File: src/rtl/traffic_cmd_arbiter_if.sv
// rtl/traffic_cmd_arbiter_if.sv - command type package and requester/command bus interface
package traffic_cmd_pkg;
  typedef enum logic [2:0] {
    SET_OFF    = 3'd0,
    SET_ON     = 3'd1,
    SET_RED    = 3'd2,
    SET_YELLOW = 3'd3,
    SET_GREEN  = 3'd4
  } command_e;
endpackage

interface traffic_cmd_arbiter_if #(
  parameter int REQ_NUM = 2
);
  logic [REQ_NUM-1:0]                       req_valid_i;
  traffic_cmd_pkg::command_e [REQ_NUM-1:0]  req_type_i;
  logic [REQ_NUM-1:0][15:0]                 req_data_i;
  logic [REQ_NUM-1:0]                       req_ready_o;
  traffic_cmd_pkg::command_e                cmd_type_o;
  logic                                     cmd_valid_o;
  logic [15:0]                              cmd_data_o;
  logic                                     boot_done_o;
  logic                                     err_zero_o;

  modport master (
    output req_valid_i, req_type_i, req_data_i,
    input  req_ready_o, cmd_type_o, cmd_valid_o, cmd_data_o, boot_done_o, err_zero_o
  );

  modport slave (
    input  req_valid_i, req_type_i, req_data_i,
    output req_ready_o, cmd_type_o, cmd_valid_o, cmd_data_o, boot_done_o, err_zero_o
  );
endinterface

File: src/rtl/traffic_cmd_arbiter.sv
// rtl/traffic_cmd_arbiter.sv - round-robin command arbiter feeding a traffic light controller
// Define TRAFFIC_ARB_BOOT_EN to issue the default RED/YELLOW/GREEN/ON sequence after reset.
module traffic_cmd_arbiter
  import traffic_cmd_pkg::*;
#(
  parameter int REQ_NUM       = 2,
  parameter int GAP_CYCLES    = 1,
  parameter int DEF_RED_MS    = 10,
  parameter int DEF_YELLOW_MS = 3,
  parameter int DEF_GREEN_MS  = 8
) (
  input  logic                  clk_2k_i,
  input  logic                  srst_i,
  traffic_cmd_arbiter_if.slave  bus
);

`ifdef TRAFFIC_ARB_BOOT_EN
  localparam bit BOOT_EN = 1'b1;
`else
  localparam bit BOOT_EN = 1'b0;
`endif

  localparam int              PTR_W      = (REQ_NUM > 2) ? 2 : 1;
  localparam logic [PTR_W-1:0] LAST_IDX  = PTR_W'(REQ_NUM - 1);
  localparam logic [3:0]      GAP_LOAD   = 4'(GAP_CYCLES - 1);
  localparam logic [2:0]      BOOT_STEPS = 3'd4;

  typedef enum logic [1:0] {ST_BOOT, ST_IDLE, ST_GAP} state_e;

  state_e           state_q, state_d;
  logic [PTR_W-1:0] rr_ptr_q, rr_ptr_d;
  logic [3:0]       gap_cnt_q, gap_cnt_d;
  logic [2:0]       boot_idx_q, boot_idx_d;
  logic             cmd_valid_q, cmd_valid_d;
  command_e         cmd_type_q, cmd_type_d;
  logic [15:0]      cmd_data_q, cmd_data_d;
  logic             err_zero_q, err_zero_d;
  logic             boot_done_q, boot_done_d;

  logic             grant_any;
  logic [PTR_W-1:0] grant_idx;
  logic [PTR_W-1:0] cand_idx;
  int               cand;
  logic [REQ_NUM-1:0] ready;
  command_e         grant_type;
  logic [15:0]      grant_data;
  logic             zero_timing;

  // First valid requester at or after rr_ptr, wrapping modulo REQ_NUM.
  always_comb begin
    grant_any = 1'b0;
    grant_idx = '0;
    cand      = 0;
    cand_idx  = '0;
    for (int i = 0; i < REQ_NUM; i++) begin
      cand = int'(rr_ptr_q) + i;
      if (cand >= REQ_NUM) cand = cand - REQ_NUM;
      cand_idx = cand[PTR_W-1:0];
      if (!grant_any && bus.req_valid_i[cand_idx]) begin
        grant_any = 1'b1;
        grant_idx = cand_idx;
      end
    end
  end

  always_comb begin
    ready = '0;
    if (state_q == ST_IDLE && grant_any && !srst_i) ready[grant_idx] = 1'b1;
    grant_type  = bus.req_type_i[grant_idx];
    grant_data  = bus.req_data_i[grant_idx];
    zero_timing = (grant_type inside {SET_RED, SET_YELLOW, SET_GREEN}) && (grant_data == 16'd0);
  end

  always_comb begin
    state_d     = state_q;
    rr_ptr_d    = rr_ptr_q;
    gap_cnt_d   = gap_cnt_q;
    boot_idx_d  = boot_idx_q;
    cmd_valid_d = 1'b0;
    cmd_type_d  = cmd_type_q;
    cmd_data_d  = cmd_data_q;
    err_zero_d  = err_zero_q;
    case (state_q)
      ST_BOOT: begin
        cmd_valid_d = 1'b1;
        case (boot_idx_q)
          3'd0:    begin cmd_type_d = SET_RED;    cmd_data_d = 16'(DEF_RED_MS);    end
          3'd1:    begin cmd_type_d = SET_YELLOW; cmd_data_d = 16'(DEF_YELLOW_MS); end
          3'd2:    begin cmd_type_d = SET_GREEN;  cmd_data_d = 16'(DEF_GREEN_MS);  end
          default: begin cmd_type_d = SET_ON;     cmd_data_d = 16'd0;              end
        endcase
        boot_idx_d = boot_idx_q + 3'd1;
        gap_cnt_d  = GAP_LOAD;
        state_d    = ST_GAP;
      end
      ST_IDLE: begin
        if (|ready) begin
          rr_ptr_d = (grant_idx == LAST_IDX) ? '0 : grant_idx + 1'b1;
          // Zero-length phases are swallowed: flag it and stay ready for the next requester.
          if (zero_timing) begin
            err_zero_d = 1'b1;
          end else begin
            cmd_valid_d = 1'b1;
            cmd_type_d  = grant_type;
            cmd_data_d  = grant_data;
            gap_cnt_d   = GAP_LOAD;
            state_d     = ST_GAP;
          end
        end
      end
      ST_GAP: begin
        if (gap_cnt_q == 4'd0) begin
          state_d = (BOOT_EN && boot_idx_q != BOOT_STEPS) ? ST_BOOT : ST_IDLE;
        end else begin
          gap_cnt_d = gap_cnt_q - 4'd1;
        end
      end
      default: state_d = ST_IDLE;
    endcase
    boot_done_d = boot_done_q | (state_d == ST_IDLE);
  end

  always_ff @(posedge clk_2k_i) begin
    if (srst_i) begin
      if (BOOT_EN) state_q <= ST_BOOT;
      else         state_q <= ST_IDLE;
      rr_ptr_q    <= '0;
      gap_cnt_q   <= 4'd0;
      boot_idx_q  <= 3'd0;
      cmd_valid_q <= 1'b0;
      cmd_type_q  <= SET_OFF;
      cmd_data_q  <= 16'd0;
      err_zero_q  <= 1'b0;
      boot_done_q <= ~BOOT_EN;
    end else begin
      state_q     <= state_d;
      rr_ptr_q    <= rr_ptr_d;
      gap_cnt_q   <= gap_cnt_d;
      boot_idx_q  <= boot_idx_d;
      cmd_valid_q <= cmd_valid_d;
      cmd_type_q  <= cmd_type_d;
      cmd_data_q  <= cmd_data_d;
      err_zero_q  <= err_zero_d;
      boot_done_q <= boot_done_d;
    end
  end

  assign bus.req_ready_o = ready;
  assign bus.cmd_valid_o = cmd_valid_q;
  assign bus.cmd_type_o  = cmd_type_q;
  assign bus.cmd_data_o  = cmd_data_q;
  assign bus.err_zero_o  = err_zero_q;
  assign bus.boot_done_o = boot_done_q;

endmodule

File: src/flat_wrapper.sv
// flat-port wrapper written by rule: the top's interface ports become plain ports
module traffic_cmd_arbiter_flat import traffic_cmd_pkg::*;
#(
  parameter int REQ_NUM       = 2,
  parameter int GAP_CYCLES    = 1,
  parameter int DEF_RED_MS    = 10,
  parameter int DEF_YELLOW_MS = 3,
  parameter int DEF_GREEN_MS  = 8
)
  (clk_2k_i, srst_i, bus_req_valid_i, bus_req_type_i, bus_req_data_i, bus_req_ready_o, bus_cmd_type_o, bus_cmd_valid_o, bus_cmd_data_o, bus_boot_done_o, bus_err_zero_o);
  traffic_cmd_arbiter_if #(.REQ_NUM(REQ_NUM)) bus_i ();
  input  logic clk_2k_i;
  input  logic srst_i;
  input wire logic [$bits(bus_i.req_valid_i)-1:0] bus_req_valid_i;
  input wire logic [$bits(bus_i.req_type_i)-1:0] bus_req_type_i;
  input wire logic [$bits(bus_i.req_data_i)-1:0] bus_req_data_i;
  output wire logic [$bits(bus_i.req_ready_o)-1:0] bus_req_ready_o;
  output wire logic [$bits(bus_i.cmd_type_o)-1:0] bus_cmd_type_o;
  output wire logic [$bits(bus_i.cmd_valid_o)-1:0] bus_cmd_valid_o;
  output wire logic [$bits(bus_i.cmd_data_o)-1:0] bus_cmd_data_o;
  output wire logic [$bits(bus_i.boot_done_o)-1:0] bus_boot_done_o;
  output wire logic [$bits(bus_i.err_zero_o)-1:0] bus_err_zero_o;
  assign bus_i.req_valid_i = bus_req_valid_i;
  assign bus_i.req_type_i = bus_req_type_i;
  assign bus_i.req_data_i = bus_req_data_i;
  assign bus_req_ready_o = bus_i.req_ready_o;
  assign bus_cmd_type_o = bus_i.cmd_type_o;
  assign bus_cmd_valid_o = bus_i.cmd_valid_o;
  assign bus_cmd_data_o = bus_i.cmd_data_o;
  assign bus_boot_done_o = bus_i.boot_done_o;
  assign bus_err_zero_o = bus_i.err_zero_o;
  traffic_cmd_arbiter #(.REQ_NUM(REQ_NUM), .GAP_CYCLES(GAP_CYCLES), .DEF_RED_MS(DEF_RED_MS), .DEF_YELLOW_MS(DEF_YELLOW_MS), .DEF_GREEN_MS(DEF_GREEN_MS)) u_core (.clk_2k_i(clk_2k_i), .srst_i(srst_i), .bus(bus_i));
endmodule
File: config.mk
export PLATFORM = sky130hd
export DESIGN_NAME = traffic_cmd_arbiter_flat
export DESIGN_NICKNAME = d
export VERILOG_FILES = /design/src/rtl/traffic_cmd_arbiter_if.sv /design/src/rtl/traffic_cmd_arbiter.sv /design/src/flat_wrapper.sv
export SDC_FILE = /design/constraint.sdc
export NUM_CORES = 1
export LEC_CHECK = 0
export CAP_MARGIN = 25
export CORE_ASPECT_RATIO = 1.75
export CORE_UTILIZATION = 47
export CTS_CLUSTER_SIZE = 20
export DETAILED_ROUTE_END_ITERATION = 12
export PLACE_DENSITY = 0.88
export SYNTH_ARGS = -nofsm -noshare
export SYNTH_HDL_FRONTEND = slang
export SYNTH_SLANG_ARGS = --single-unit
File: constraint.sdc
create_clock -name clk_2k_i -period 2.8 [get_ports clk_2k_i]
set_clock_uncertainty 0.15 [all_clocks]
set_input_delay 0.28 -clock clk_2k_i [delete_from_list [all_inputs] [get_ports clk_2k_i]]
set_output_delay 0.28 -clock clk_2k_i [all_outputs]
set_load 0.02 [all_outputs]
==> flow_summary.ini <==
[status]
status = finished, final reports clean

[synth]
ys_ff_latch = 32
syn_nets = 238
synth_top_flop_cell = dfxtp_1
synthCells = 190
netlist_area_sq_mm = 0.00174
avgSynthCellArea_sq_um = 9.18
synth_edf_count = 0
async_reset_ff_frac = 0
yosysSeqAreaShare = 0.367
ys_warn_count = 0
ys_types = 38

[pwr]
vdd_drop_max_uv = 521
p_comb_frac = 0.316
pwr-share-clk = 0.278
internal_power_w = 0.000917
p_sw_w = 0.000422
power_density_mw_per_mm2 = 529
swShare = 0.315
leakage_nw = 1.01
seq_power_share = 0.407

[grt]
grt_pass1_wl_mm = 7.61
antenna_found_initial = 0
grt_use_total = 0.274
overflow = 0
grt_max_degree = 16
grt_pass1_vias = 1733

[setup_path]
path_max_fanout = 8
crit_type = reg2out
worst-endpoint-required_ns = 2.37
crit_chain = nand2b_1 > nor2_1 > nand2_1 > nor2_1 > clkdlybuf4s50_1
cp.arrival_ns = 2.24
worst_path_max_delay_cell = clkdlybuf4s50_1
cp-end-kind = output port
cp-start-kind = register
cpMostUsedCell = nor2_1
max_stage_delay_ns = 0.66

[clock_network]
numCtsBuffers = 5
postCtsHoldBufs = 0
clock_sinks = 32
clock_latency_ns = 0.29
clock-root-buffer = clkbuf_8
path_clk_slew_ns = 0.07
cts_htree_levels = 2
cts_setup_buffers = 0
max-clock-path-buffers = 2
tritoncts = built
cts_resized = 0

[sta]
period_minus_slack_ns = 2.67
setup-tns-final_ns = 0
finalHoldViolations = 0
setup_viol = 0
tightest_slew_ns = 0.550
final_max_slew_viol_count = 0
fmax_mhz = 375
hold_ws_ns = 0.299
relSlewSlack = 0.632
rsz0062_at_grt = no
finalCritPeriodShare = 0.952

[placement]
globalplace.congestion = 0.871
hpwlAfterDp_mm = 3.71
numPortBuffers = 65
placed_area_sq_mm = 0.00244

[die]
fp.dieH_um = 82.6
die_area_sq_mm = 0.00397
fp.dieW_um = 48.1
ioPinCount = 66
initial_core_util = 0.503
coreArea_sq_mm = 0.00347
row_count = 28

[detailed_routing]
routed_wl_mm = 4.64
routed_via_density = 5.55
drtIter0Drc = 42
routedWlPerCell_um = 15.1
routed-via-count = 1709
first_pass_iters = 4
ant_nets = 0
drc = 0

[layout]
drive_gt1_frac = 0.0951
diodes = 0
final_common_cell = clkdlybuf4s50_1
stdcell_area_sq_mm = 0.00253
area_delta_synth_final_pct = 45.2
fillers = 261
finalNetCount = 310
layout_common_cells = 65 x clkdlybuf4s50_1, 32 x dfxtp_1, 22 x mux2i_1

[worst_hold_path]
hold_class = reg2reg

[job]
maxCapViolCount = 0
[synthesized netlist by cell type (all sizes together), types with 2 or more instances]
library cell / instances / area share
a21oi: 12 / 0.037
and2b: 2 / 0.0093
and3: 3 / 0.011
buf: 5 / 0.032
clkbuf: 2 / 0.0043
dfxtp: 32 / 0.37
ha: 6 / 0.043
inv: 7 / 0.015
mux2i: 22 / 0.13
nand2: 15 / 0.034
nand2b: 2 / 0.0072
nand3: 7 / 0.020
nand4: 2 / 0.0072
nor2: 16 / 0.034
nor3: 5 / 0.021
nor3b: 3 / 0.013
nor4: 9 / 0.032
o21ai: 12 / 0.034
o2bb2ai: 13 / 0.065
o31a: 2 / 0.011
[critical path, delay by kind of cell, from the launching register on]
kind | cells | cell delay [ns]
flip-flops | 1 | 0.48
AND/OR/NAND/NOR | 4 | 0.81
buffers and inverters | 1 | 0.66
[cells by family after synthesis]
group                      after synthesis  share of synthesized area
AOI/OAI and AO/OA                       48                      0.205
xor gates and xnor gates                 2                     0.0100
adders and majority gates                6                     0.0430
buffers and inverters                   14                     0.0517
DFF                                     32                      0.367
muxes                                   22                      0.126
and+or+nand+nor                         66                      0.197
[routing by layer]
metal	part of all wire	up-vias	track usage
met3	0.050	17	0.0761
li1	-	851	-
met1	0.36	784	0.258
met2	0.55	57	0.496
met5	0	-	0
met4	0.039	0	0.147
[metrics by stage]
| step | total power (W) | cells | setup slack (ns) | utilization |
|---|---|---|---|---|
| global placement | 0.000969 | 300 | 0.103 | 0.703 |
| floorplan | 0.000787 | 190 | 0.905 | - |
| detailed placement | 0.000975 | 300 | 0.0723 | 0.703 |
| finish | 0.00134 | 308 | 0.133 | 0.730 |
| global route | 0.00140 | 308 | 0.0351 | 0.730 |
| CTS | 0.00134 | 308 | 0.151 | 0.730 |
[sequential cells by signal (all words and copies together), names as in the netlist]
signal and count:
u_core.rr_ptr_q 1, u_core.bus.cmd_valid_o 1, u_core.bus.cmd_data_o 16, u_core.bus.err_zero_o 1, u_core.state_q 2, u_core.gap_cnt_q 4
u_core.bus.boot_done_o 1, u_core.boot_idx_q 3, u_core.bus.cmd_type_o 3
[final cells by class]
type	instances	area, sq um	share of cell area
repair buffers	72	703	0.278
well taps	45	56.3	0.0222
inverters	7	26.3	0.0104
flip-flops and latches	32	641	0.253
clock buffers	6	82.6	0.0326
multi-input cells	144	1010	0.400
clock inverters	2	10.0	0.00395
[power groups by stage]
stage	Sequential, W	Clock, W	Combinational (W)
after floorplan	0.000593	0	0.000194
after global placement	0.000553	0	0.000416
after detailed placement	0.000552	0	0.000422
after CTS	0.000544	0.000376	0.000424
after global routing	0.000551	0.000394	0.000457
final	0.000545	0.000372	0.000423
[worst paths after layout]
| kind | from | endpoint | slack (ns) | cells past startpoint |
|---|---|---|---|---|
| hold / removal | u_core.bus.boot_done_o | u_core.bus.boot_done_o | 0.30 | 1 |
| setup reg to reg | u_core.state_q[0] | u_core.gap_cnt_q[3] | 0.80 | 5 |
| hold reg to reg | u_core.bus.boot_done_o | u_core.bus.boot_done_o | 0.30 | 1 |
| setup / recovery | u_core.state_q[0] | bus_req_ready_o[1] | 0.13 | 5 |
Power figures use the tool's default switching activity.
